`src/rtl/grid_serializer.sv`:
```
// grid_serializer
// Captures a 64-cell (8x8) grid on each accepted generation tick and offers it
// to a sink one 8-bit row at a time over a valid/ready handshake. It also
// reports per-frame statistics (live-cell count, extinction) and a running
// frame counter.
//
// Ports
//   clk        : clock, all state changes on the rising edge
//   _rst       : asynchronous active-low reset
//   grid_in    : 64-bit cell array, bit r*8+c = cell[r][c]
//   gen_tick   : one-cycle pulse, grid_in holds a new generation
//   out_data   : row being offered, bit c = cell[out_row][c]
//   out_row    : index of the row on out_data
//   out_valid  : out_data/out_row valid
//   out_ready  : sink accepts the offered row
//   frame_end  : high while row 7 is offered
//   busy       : high while a frame is in progress
//   gen_count  : number of frames captured (wraps modulo 2^CNT_W)
//   live_count : popcount of the captured frame
//   extinct    : captured frame has no live cells
//   overrun    : sticky, a generation arrived mid-frame and was dropped
module grid_serializer #(
  parameter int CNT_W = 16
) (
  input  logic             clk,
  input  logic             _rst,
  input  logic [63:0]      grid_in,
  input  logic             gen_tick,
  output logic [7:0]       out_data,
  output logic [2:0]       out_row,
  output logic             out_valid,
  input  logic             out_ready,
  output logic             frame_end,
  output logic             busy,
  output logic [CNT_W-1:0] gen_count,
  output logic [6:0]       live_count,
  output logic             extinct,
  output logic             overrun
);

  typedef enum logic {IDLE = 1'b0, SEND = 1'b1} state_t;

  state_t             state_r;
  logic [63:0]        snap_r;
  logic [7:0]         out_data_r;
  logic [2:0]         out_row_r;
  logic               out_valid_r;
  logic               frame_end_r;
  logic               busy_r;
  logic [CNT_W-1:0]   gen_count_r;
  logic [6:0]         live_count_r;
  logic               extinct_r;
  logic               overrun_r;

  logic               last_xfer_s;
  logic               capture_s;
  logic [2:0]         next_row_s;
  logic [7:0]         next_data_s;

  // Number of live cells in a 64-cell grid.
  function automatic logic [6:0] popcount64(input logic [63:0] v);
    logic [6:0] n;
    n = 7'd0;
    for (int i = 0; i < 64; i++) begin
      n = n + {6'd0, v[i]};
    end
    return n;
  endfunction

  // Capture decision and the row that follows the one currently offered.
  always_comb begin
    last_xfer_s = 1'b0;
    capture_s   = 1'b0;
    next_row_s  = out_row_r + 3'd1;
    next_data_s = snap_r[{next_row_s, 3'b000} +: 8];
    if (state_r == SEND) begin
      last_xfer_s = out_ready && (out_row_r == 3'd7);
      // Back-to-back frame: a tick coinciding with the final transfer is taken.
      capture_s   = gen_tick && last_xfer_s;
    end else begin
      capture_s   = gen_tick;
    end
  end

  // Serializer FSM with registered outputs and frame statistics.
  always_ff @(posedge clk or negedge _rst) begin
    if (!_rst) begin
      state_r      <= IDLE;
      snap_r       <= 64'd0;
      out_data_r   <= 8'd0;
      out_row_r    <= 3'd0;
      out_valid_r  <= 1'b0;
      frame_end_r  <= 1'b0;
      busy_r       <= 1'b0;
      gen_count_r  <= '0;
      live_count_r <= 7'd0;
      extinct_r    <= 1'b0;
      overrun_r    <= 1'b0;
    end else begin
      if (capture_s) begin
        state_r      <= SEND;
        snap_r       <= grid_in;
        out_data_r   <= grid_in[7:0];
        out_row_r    <= 3'd0;
        out_valid_r  <= 1'b1;
        frame_end_r  <= 1'b0;
        busy_r       <= 1'b1;
        gen_count_r  <= gen_count_r + CNT_W'(1);
        live_count_r <= popcount64(grid_in);
        extinct_r    <= (grid_in == 64'd0);
      end else begin
        case (state_r)
          IDLE: begin
            state_r <= IDLE;
          end
          SEND: begin
            // A tick that cannot be taken is dropped and remembered.
            if (gen_tick) begin
              overrun_r <= 1'b1;
            end
            if (out_ready) begin
              if (out_row_r == 3'd7) begin
                state_r     <= IDLE;
                out_valid_r <= 1'b0;
                busy_r      <= 1'b0;
                frame_end_r <= 1'b0;
              end else begin
                out_row_r   <= next_row_s;
                out_data_r  <= next_data_s;
                frame_end_r <= (next_row_s == 3'd7);
              end
            end
          end
          default: begin
            state_r     <= IDLE;
            out_valid_r <= 1'b0;
            busy_r      <= 1'b0;
            frame_end_r <= 1'b0;
          end
        endcase
      end
    end
  end

  assign out_data   = out_data_r;
  assign out_row    = out_row_r;
  assign out_valid  = out_valid_r;
  assign frame_end  = frame_end_r;
  assign busy       = busy_r;
  assign gen_count  = gen_count_r;
  assign live_count = live_count_r;
  assign extinct    = extinct_r;
  assign overrun    = overrun_r;

endmodule

```
`config.mk`:
```
export PLATFORM = sky130hd
export DESIGN_NAME = grid_serializer
export DESIGN_NICKNAME = d
export VERILOG_FILES = /design/src/rtl/grid_serializer.sv
export SDC_FILE = /design/constraint.sdc
export NUM_CORES = 1
export LEC_CHECK = 0
export BUFFER_PORTS_ARGS = -buffer_cell sky130_fd_sc_hd__buf_4
export CORE_ASPECT_RATIO = 0.7
export CORE_MARGIN = 2
export CORE_UTILIZATION = 39
export DETAILED_ROUTE_END_ITERATION = 10
export SYNTH_ARGS = -nofsm -noshare
export SYNTH_HDL_FRONTEND = slang
export SYNTH_SLANG_ARGS = --single-unit
```
`constraint.sdc`:
```
create_clock -name clk -period 1.9 [get_ports clk]
set_clock_uncertainty 0.05 [all_clocks]
set_input_delay 0 -clock clk [delete_from_list [all_inputs] [get_ports clk]]
set_output_delay 0 -clock clk [all_outputs]
set_load 0.01 [all_outputs]
```
==> Word-level counts from Yosys, hierarchy flattened <==
Index checks and enable logic that the tools add are counted.
{ "classes": {"add_sub_neg": 65, "mul": 0, "div_mod_pow": 0, "order_cmp": 0, "n_eq_ne": 3, "shifts": 1, "mux": 21, "n_bitwise": 2, "reduce_logical": 10} }
{ "ops": {"columns": ["op", "n"], "rows": [
  ["adder 7 x 1 -> 7 bit", 57],
  ["logical NOT 64 bit", 1],
  ["variable part select 64 x 7 -> 8 bit", 1],
  ["two-way mux 8 bit", 4],
  ["adder 16 x 1 -> 16 bit (second input constant)", 1],
  ["two-way mux 1 bit", 12],
  ["two-way mux 3 bit", 4],
  ["AND reduction 3 bit", 3],
  ["adder 6 x 1 -> 7 bit", 1],
  ["adder 5 x 1 -> 6 bit", 1],
  ["== test 3 bit (second input constant)", 2],
  ["nonzero test 2 bit", 3],
  ["adder 4 x 1 -> 5 bit", 1],
  ["adder 3 x 1 -> 4 bit", 1],
  ["adder 2 x 1 -> 3 bit", 1],
  ["adder 3 x 1 -> 3 bit (second input constant)", 1],
  ["adder 1 x 1 -> 2 bit", 1],
  ["logical AND 1 bit", 2],
  ["inequality test 2 bit (second input constant)", 1],
  ["inverter 1 bit", 2],
  ["one-hot mux 1 bit (2 select lines)", 1],
  ["AND reduction 2 bit", 1]
]} }
{ "word_totals": {"register_bits": 103, "latch_bits": 0, "mem_bits_rw": 0, "rom_bits": 0, "in_bits": 68, "output_inout_bits": 39, "wordCells": 112, "n_memories": 0} }

==> Longest topological paths before layout <==
Gate-level depths: netlist of the first run.
{ "logic_depth": {"depth_word": 63, "mapped_depth": 20} }

==> Worst setup path before layout of the first run <==
OpenSTA, ideal clock, no wires.
{ "synth_path": {"path_type": "input to register", "startpoint": "in grid_in[35]", "endpoint": "reg live_count_r[4], in the netlist live_count[4]", "setup_ps": 128, "t_arrival_ps": 5308, "slack_ps": -3586, "cell_stages": 19, "n_path_buf": 0, "path_cell_list": "inv_1 fa_1 inv_1 fa_1 fa_1 inv_1 fa_1 inv_1 fa_1 fa_1 fa_1 inv_1 fa_1 inv_1 fa_1 a21o_1 a21oi_1 xnor2_1 o21ai_0"} }
{ "synth_via": {"elab_chain_cells": 29} }
{ "synth_rtl": {"columns": ["element", "line", "text"], "rows": [
  ["start, declared", "27", "input logic [63:0] grid_in,"],
  ["adder 7 x 1 -> 7 bit (29 in series)", "65", "n = n + {6'd0, v[i]};"],
  ["end signal, assigned", "109", "live_count_r <= popcount64(grid_in);"],
  ["end, declared", "51", "logic [6:0] live_count_r;"]
]} }
Every way passes these cells.
A chain may end at the register's enable or synchronous reset.

==> Worst setup path after layout of the first run <==
{ "layout_path": {"startpoint": "in grid_in[49]", "endpoint": "reg live_count_r[6], in the netlist live_count[6]"} }
{ "layout_via": {"elab_chain_cells": 15} }
{ "layout_rtl": {"columns": ["element", "line"], "rows": [
  ["adder 7 x 1 -> 7 bit (15 in series)", "65"]
]} }
Every way passes these cells.

==> results of run 1 <==
-- per-stage QoR --
stage / total power (W) / TNS [ps] / instance area, um2
finish: 0.0224 / -21190 / 9040
CTS: 0.0198 / -21140 / 8820
global placement: 0.0166 / -24140 / 7980
detailed placement: 0.0168 / -24580 / 7980
floorplan: 0.0127 / -22290 / 6340
global route: 0.0242 / -22040 / 9040
-- routing by layer --
| metal | wire (um) | track usage | vias up |
|---|---|---|---|
| met2 | 8740 | 0.353 | 244 |
| li1 | - | - | 2437 |
| met5 | 0 | 0 | - |
| met1 | 8930 | 0.356 | 2666 |
| met3 | 1870 | 0.0715 | 20 |
| met4 | 268 | 0.0511 | 0 |
-- how the worst max path moves through the flow --
stage | depth (start not counted) | from | endpoint
final | 20 | grid_in[49] | live_count[6]$_DFFE_PN0P_
after global placement | 21 | grid_in[35] | live_count[5]$_DFFE_PN0P_
after CTS | 20 | grid_in[49] | live_count[6]$_DFFE_PN0P_
after detailed placement | 19 | grid_in[0] | live_count[5]$_DFFE_PN0P_
after global routing | 20 | grid_in[35] | live_count[6]$_DFFE_PN0P_
after floorplan | 18 | grid_in[35] | live_count[4]$_DFFE_PN0P_
-- synth_stat cells (5+ instances only) --
library cell / n
and3_1: 5
buf_2: 15
dfrtp_1: 103
fa_1: 54
ha_1: 20
inv_1: 103
mux2i_1: 9
mux4_2: 16
nand2_1: 147
nand3_1: 8
nand4_1: 6
nor4_1: 13
o211ai_1: 8
o21ai_0: 45
xnor2_1: 16
-- power by group through the flow --
stage	Combinational (W)	Sequential [W]	Clock (W)
floorplan	0.00913	0.00352	0
global placement	0.0130	0.00356	0
detailed placement	0.0132	0.00362	0
CTS	0.0143	0.00358	0.00193
global route	0.0185	0.00369	0.00202
finish	0.0169	0.00361	0.00189
-- area by class of cell --
class                           instances  area (um2)
Fill cell                            1357        6550
Multi-Input combinational cell        383        3350
Sequential cell                       103        2580
Timing Repair Buffer                  253        2170
Inverter                              103         402
Tap cell                              200         250
Clock buffer                           11         233
Clock inverter                          5        57.6
-- critical path: cells and delay by family --
kind                     cells  cell delay (ps)
AND/OR/NAND/NOR              2              150
buffers and inverters        5              270
AO/OA/AOI/OAI                3              410
adder cells (fa/ha/maj)     10             4510
-- kinds of logic (layout without fill, tap and decap cells) --
group,count (synthesis),in the layout,synth area share
DFF,103,103,0.411
adders and majority gates,74,74,0.212
AOI/OAI and AO/OA,70,70,0.0642
and+or+nand+nor,193,195,0.133
xor gates and xnor gates,19,19,0.0265
muxes,25,25,0.0718
buffers and inverters,127,372,0.0819
-- what timing repair did --
item / in CTS / in global routing
endpoints found under the setup margin: 16 / 58
pin swaps: 7 / 20
hold endpoints to repair: 152 / 1
cloned: 0 / 5
hold buffers: 47 / 1
resized for setup: 24 / 28
setup buffers: 2 / 7
-- flip-flops by register name, indices dropped and copies added (netlist names) --
register / flops
snap_r: 64
gen_count: 16
out_data: 8
live_count: 7
out_row: 3
busy: 1
extinct: 1
frame_end: 1
overrun: 1
state_r: 1
==> reports/results.txt, run 1 <==
status - complete, but fails checks
failing checks - negative setup slack
Synth Cell Area - 0.00628 mm2
WL per Instance - 18.7 um
hold depth - 4
Reg power frac - 0.161
Core Area - 0.0156 mm2
FF-to-FF path depth - 6
Sw Pwr - 0.00936 W
post-synth cell types - 39
DRC viols - 0
VDD IR max - 0.00480 V
row count - 38
DR vias/cell - 5.07
WP data arrival - 5350 ps
vias in the first global route - 5346
TritonCTS buffer count - 9
hold crit path type - in -> reg
Yosys reg bits - 103
area of the die - 0.0171 mm2
Top Ports - 107
Combinational Power Share - 0.754
RSZ-0062 raised after global routing - yes
fin crit share - 2.71
Layout area overhead - 44.1%
gr usage total - 0.241
reg2reg start - out_row[0]$_DFFE_PN0P_
CTS tree - done
largest net degree at the start of global routing - 55
Ant. Diodes - 0
R2R Setup Slk - 120 ps
GPL Wtd Cong - 0.945
synthesized area per cell - 10.3 um2
Achievable Freq - 0.194 GHz
post-synthesis sequential area ratio - 0.411
height of the die - 110 um
final hold vios - 0
grt ovf - 0
Crit-path slowest cell - fa_1
worst slack, placed - -3710 ps
FFs w/ async S/R, synth - 1.00
first-pass GRT wire length - 30400 um
initial antenna violation count - 0
crit path cell chain - buf_8 -> inv_4 -> fa_1 -> inv_1 -> fa_1 -> inv_2 -> fa_2 -> fa_1 -> fa_1 -> fa_1 -> fa_1 -> fa_1 -> inv_2 -> ha_4 -> fa_2 -> a21o_1 -> a21oi_2 -> nor2_1 -> nor2_1 -> o31ai_1
Synth area leaders - dfrtp_1, fa_1, nand2_1
Pleak - 4.61 nW
Pins Over Slew Limit - 0
Clk Latency, worst-skew pair - 360 ps
PwrDens - 2470 mW/mm2
Final setup viols - 7
Iter 0 DRT Violations - 313
Synth area leader - dfrtp_1
Yosys top cell area share - 0.411
Worst-path clk slew - 70 ps
RR Endpoint - snap_r[16]$_DFFE_PN0P_
Final Instance Count excl. Fillers - 1058
WL final - 19800 um
Fin Hold WS - 10.2 ps
clk buf depth - 2
destination of the worst hold path - snap_r[51]$_DFFE_PN0P_
H-tree depth - 3
Pre-Repair DR Iteration Count - 5
crit-path max FO - 2
YS warnings - 0
Critical Path RT - 2090 ps
hold path startpoint - grid_in[51]
Initial Utilization - 0.402
via count - 5367
share of layout cells above drive strength 1 - 0.325
Tmin final - 5150 ps
most frequent CP cell - fa_1
root buffer selected by CTS - clkbuf_16
Clock power frac - 0.084
hpwl dp - 15000 um
Worst-Margin Slew - 461 ps
Worst Setup Path Type - in -> reg
Primary FF master, synth - dfrtp_1
CP Launch Type - input port
Post-DRT Antenna Nets - 0
Sink Count - 103
most common cell after layout, fill and taps aside - buf_4
commonest non-fill, non-tap cells in the layout - buf_4, nand2_1, dfrtp_1
Critical Path Sink Type - flop
Horiz. Die Dim - 156 um
number of synthesized flops with an enable pin - 0
fin nets - 995
Pint - 0.0130 W
PortBufs - 106
# Max-Cap Violations - 0
syn_nets - 753
worst setup margin - -3250 ps
Post-Route Utilization - 0.580
Gate Count Post-Synth - 611
switching part of the total power - 0.418
Relative slew margins - 0.690
Post-Place Cells - 980
crit-path max cell delay - 540 ps
No activity file was read; power rests on OpenSTA's default activity.
==> inputs of run 2 (changes only) <==
--- a/config.mk
+++ b/config.mk
@@ -6,9 +6,10 @@
 export NUM_CORES = 1
 export LEC_CHECK = 0
 export BUFFER_PORTS_ARGS = -buffer_cell sky130_fd_sc_hd__buf_4
+export CAP_MARGIN = 20
 export CORE_ASPECT_RATIO = 0.7
 export CORE_MARGIN = 2
-export CORE_UTILIZATION = 39
+export CORE_UTILIZATION = 40
 export DETAILED_ROUTE_END_ITERATION = 10
 export SYNTH_ARGS = -nofsm -noshare
 export SYNTH_HDL_FRONTEND = slang
==> run 2 against run 1 <==
  * The flow still finishes with violations (negative setup slack)
  * Maximum frequency down 1.3%
  * Worst setup slack lost 69 ps
  * Via count down 1.2%
  * Clock-buffer cell count unchanged
  * Critical endpoint unchanged
  * Highest routed layer unchanged
==> reports/results.txt, run 2 (synthesis results as in run 1) <==
status - complete, but fails checks
failing checks - negative setup slack
via count - 5302
worst setup margin - -3320 ps
crit path from - grid_in[51]
Placed Area - 0.00793 mm2
row count - 38
Ant. Diodes - 0
Layout area overhead - 45.1%
first-pass GRT wire length - 29900 um
PwrDens - 2410 mW/mm2
H-tree depth - 3
Initial Utilization - 0.407
Critical Path RT - 2090 ps
commonest non-fill, non-tap cells in the layout - buf_4, nand2_1, dfrtp_1
largest net degree at the start of global routing - 39
hpwl dp - 14600 um
Worst-Margin Slew - 576 ps
RR Endpoint - snap_r[23]$_DFFE_PN0P_
CP Launch Type - input port
TritonCTS buffer count - 9
Core Area - 0.0154 mm2
GPL Wtd Cong - 0.917
largest reg by FF count - snap_r
initial antenna violation count - 0
Final setup viols - 7
gr usage total - 0.238
Relative slew margins - 0.612
RSZ-0062 raised after global routing - yes
Pleak - 4.65 nW
DR vias/cell - 5.00
Filler cells - 1349
Post-DRT Antenna Nets - 0
register area - 0.00258 mm2
WL final - 19400 um
Iter 0 DRT Violations - 332
height of the die - 109 um
crit path to - live_count[6]$_DFFE_PN0P_
final non-filler cell area - 0.00911 mm2
hold crit path type - in -> reg
Worst Setup Path Type - in -> reg
Tmin final - 5220 ps
Critical Path Sink Type - flop
fin crit share - 2.75
root buffer selected by CTS - clkbuf_16
Post-Route Utilization - 0.591
# Max-Cap Violations - 0
WP data arrival - 5420 ps
Clk Latency, worst-skew pair - 360 ps
Worst-path clk slew - 70 ps
reg2reg start - out_row[0]$_DFFE_PN0P_
max reg flops - 64
DRC viols - 0
most common cell after layout, fill and taps aside - buf_4
CTS tree - done
R2R Setup Slk - 70 ps
Achievable Freq - 0.191 GHz
area of the die - 0.0167 mm2
final hold vios - 0
share of layout cells above drive strength 1 - 0.324
VDD IR max - 0.00432 V
Pre-Repair DR Iteration Count - 7
Top Ports - 107
FF-to-FF path depth - 6
Pins Over Slew Limit - 0
vias in the first global route - 5338
multi-input logic area - 0.00336 mm2
fin nets - 998
WL per Instance - 18.3 um
grt ovf - 0
crit-path max FO - 2
clk buf depth - 2
PortBufs - 106
Sink Count - 103
Horiz. Die Dim - 154 um
run 2: per-layer routing:
layer	global-route usage	share of wire
met3	0.0735	0.096
met5	0	0
met4	0.0452	0.0074
met2	0.339	0.43
met1	0.362	0.46
run 2: power by group:
group	internal, W	total [W]	switching (W)
registers	0.00304	0.00359	0.000549
clock network	0.000926	0.00177	0.000844
logic	0.00875	0.0166	0.00784
run 2: how the worst min path moves through the flow:
stage,startpoint,end,slack (ps),cells past startpoint
floorplan,_rst,busy$_DFFE_PN0P_,-350,0
global placement,_rst,snap_r[24]$_DFFE_PN0P_,-70,1
detailed placement,_rst,snap_r[24]$_DFFE_PN0P_,-60,1
CTS,grid_in[11],snap_r[11]$_DFFE_PN0P_,5,4
global route,grid_in[11],snap_r[11]$_DFFE_PN0P_,40,4
finish,grid_in[11],snap_r[11]$_DFFE_PN0P_,10,4
run 2: critical path, cell delays in order:
cell and delay [ps]:
buf_8 80, inv_4 30, fa_1 540, inv_2 40, fa_2 530, inv_2 60
fa_2 540, fa_1 430, fa_1 470, fa_1 530, fa_1 430, fa_1 520
inv_2 50, ha_4 160, fa_2 390, a21o_1 200, a21oi_2 170, nor2_1 60
nor2_1 100, o31ai_1 70
run 2: per-stage QoR:
step                      TNS [ps]  hold slack (ps)  std cells  setup slack [ps]  power [W]
final                       -21220             11.5       1061             -3320     0.0219
after global routing        -22100             37.7       1061             -3460     0.0236
after CTS                   -21440             4.94       1046             -3290     0.0197
after detailed placement    -25130            -63.1        976             -3740     0.0171
after global placement      -24490            -71.8        976             -3640     0.0168
after floorplan             -22290             -346        611             -3360     0.0127
run 2: what timing repair did:
| action | in CTS | in global routing |
|---|---|---|
| pin swaps | 15 | 19 |
| setup buffers | 1 | 9 |
| hold buffers | 53 | 1 |
| cloned | 0 | 5 |
| endpoints found under the hold margin | 164 | 1 |
| resized for setup | 26 | 33 |
| setup endpoints to repair | 20 | 56 |
run 2: cell type report:
class | count | share of cell area
multi-input cells | 383 | 0.369
flip-flops and latches | 103 | 0.283
repair buffers | 256 | 0.245
inverters | 103 | 0.0452
well taps | 200 | 0.0275
clock buffers | 11 | 0.0267
clock inverters | 5 | 0.00357
==> inputs of run 3 (changes only) <==
--- a/config.mk
+++ b/config.mk
@@ -5,6 +5,7 @@
 export SDC_FILE = /design/constraint.sdc
 export NUM_CORES = 1
 export LEC_CHECK = 0
+export ABC_AREA = 1
 export BUFFER_PORTS_ARGS = -buffer_cell sky130_fd_sc_hd__buf_4
 export CAP_MARGIN = 20
 export CORE_ASPECT_RATIO = 0.7
==> run 3 against run 2 <==
  * The run still ends with negative setup slack left
  * Clock-buffer cell count stayed put
  * Critical path depth fell by 2
  * Utilization decreased by 2.6 points
  * Critical path type unchanged
  * Largest cell class unchanged
==> reports/results.txt, run 3 <==
crit-path max cell delay - 550 ps
Horiz. Die Dim - 162 um
WL per Instance - 15.6 um
Synth area leaders - dfrtp_1, fa_1, nand2_1
top cells by count, synth - nand2_1, inv_1, dfrtp_1
WP data arrival - 5100 ps
Gate Count Post-Synth - 901
multi-input logic area - 0.00372 mm2
Synth area leader - dfrtp_1
synthesized area per cell - 7.75 um2
Clk Latency, worst-skew pair - 350 ps
RSZ-0062 raised after global routing - yes
YS warnings - 0
largest reg by FF count - snap_r
H-tree depth - 3
clk buf depth - 2
row count - 40
Yosys top cell area share - 0.369
height of the die - 115 um
Critical Path Sink Type - flop
Primary FF master, synth - dfrtp_1
Crit-path slowest cell - fa_1
Ant. Diodes - 0
grt ovf - 0
number of synthesized flops with an enable pin - 0
Worst Setup Path Type - in -> reg
fin crit share - 2.59
max reg flops - 64
most frequent CP cell - fa_1
Pre-Repair DR Iteration Count - 5
hold crit path type - in -> reg
syn_nets - 1043
Layout area overhead - 38.4%
Top Ports - 107
post-synthesis sequential area ratio - 0.369
Pins Over Slew Limit - 0
area of the die - 0.0186 mm2
post-synth cell types - 30
status - complete, but fails checks
register area - 0.00258 mm2
WL final - 21200 um
Yosys reg bits - 103
CP Launch Type - input port
Achievable Freq - 0.203 GHz
failing checks - negative setup slack
worst setup margin - -3020 ps
hpwl dp - 15900 um
FFs w/ async S/R, synth - 1.00
PortBufs - 106
Relative slew margins - 0.590
commonest non-fill, non-tap cells in the layout - nand2_1, buf_4, inv_1
most common cell after layout, fill and taps aside - nand2_1
Worst-path clk slew - 70 ps
Filler cells - 1612
DR vias/cell - 4.64
largest net degree at the start of global routing - 104
vias in the first global route - 6287
Tmin final - 4920 ps
share of layout cells above drive strength 1 - 0.239
Post-DRT Antenna Nets - 0
Initial Utilization - 0.408
Worst-Margin Slew - 615 ps
Core Area - 0.0171 mm2
Synth Cell Area - 0.00699 mm2
# Max-Cap Violations - 0
DRC viols - 0
Post-Place Cells - 1288
first-pass GRT wire length - 34000 um
Critical Path RT - 2080 ps
final hold vios - 0
top-count cell post-synth - nand2_1
GPL Wtd Cong - 0.901
crit-path max FO - 3
Final setup viols - 7
initial antenna violation count - 0
via count - 6303
TritonCTS buffer count - 9
Final Instance Count excl. Fillers - 1359
gr usage total - 0.244
crit path cell chain - buf_8 -> inv_4 -> fa_1 -> inv_2 -> fa_2 -> inv_2 -> fa_2 -> fa_1 -> fa_1 -> fa_1 -> fa_1 -> fa_1 -> inv_2 -> ha_4 -> fa_2 -> buf_4 -> xnor2_2 -> o21ai_1
CTS tree - done
fin nets - 1267
Sink Count - 103
worst slack, placed - -3440 ps
Iter 0 DRT Violations - 558
root buffer selected by CTS - clkbuf_16
-- run 3: changes by cell type in the layout (fill, tap and decap cells not counted), sizes merged, moves of 12 or more --
cell   change
inv       +82
mux4      -16
nand2    +117
nand3     +36
nor2      +72
nor4      -14
o21ai     +29
xnor2     -12
-- run 3: through the flow --
step	instance area [um2]	setup TNS [ps]	hold slack (ps)	util
after detailed placement	8650	-23050	73.0	0.506
after global placement	8650	-22850	73.1	0.506
after floorplan	7050	-20860	-346	-
final	9670	-20090	18.7	0.565
after global routing	9670	-21310	36.7	0.565
after CTS	9550	-19960	5.56	0.558
-- run 3: area by class of cell --
cell class	instances	area share
Clock buffer	11	0.0261
Clock inverter	3	0.00453
Inverter	186	0.0743
Multi-Input combinational cell	581	0.385
Sequential cell	103	0.267
Tap cell	231	0.0299
Timing Repair Buffer	244	0.213
-- run 3: cells by family after synthesis --
| group | after synthesis | synth area share |
|---|---|---|
| AO/OA/AOI/OAI | 89 | 0.0666 |
| buffers and inverters | 217 | 0.122 |
| flip-flops | 103 | 0.369 |
| AND/OR/NAND/NOR | 407 | 0.239 |
| XOR/XNOR | 11 | 0.0138 |
| adder cells (fa/ha/maj) | 74 | 0.191 |
-- run 3: path summary, 6_finish.rpt --
path                            cells past startpoint  slack (ps)                    from                   endpoint
worst max-delay path                               18       -3020             grid_in[51]  live_count[2]$_DFFE_PN0P_
worst min-delay path                                4          20              grid_in[6]      snap_r[6]$_DFFE_PN0P_
worst max register to register                     10          80  out_row[0]$_DFFE_PN0P_    out_data[0]$_DFFE_PN0P_
worst min register to register                      2         430  snap_r[25]$_DFFE_PN0P_     snap_r[25]$_DFFE_PN0P_
max in group asynchronous                           3        1130                    _rst      snap_r[0]$_DFFE_PN0P_
min in group asynchronous                           3         170                    _rst  live_count[5]$_DFFE_PN0P_
-- run 3: timing repair --
action                                 in CTS  in global routing
endpoints found under the hold margin     156                  0
pin swaps                                  22                 11
hold buffers                               50                  0
buffers inserted                            2                  4
gates cloned                                0                  1
setup endpoints to repair                  13                 38
resized for setup                          28                 19
-- run 3: worst max-delay path, delay by kind of cell --
kind                       cells  cell delay [ps]
AOI/OAI and AO/OA              1               70
xor gates and xnor gates       1              130
adders and majority gates     10             4510
buffers and inverters          6              380
-- run 3: layer usage --
metal / global-route usage / part of all wire / vias up / routed length [um]
met4: 0.0543 / 0.013 / 0 / 285
met3: 0.0779 / 0.093 / 25 / 1980
met1: 0.364 / 0.49 / 2919 / 10400
met5: 0 / 0 / - / 0
met2: 0.345 / 0.40 / 227 / 8560
li1: - / - / 3132 / -
Power of run 3 is left out: the tool's default activity adds up to more than one toggle a clock period on the data nets, which glitch-free logic cannot reach.
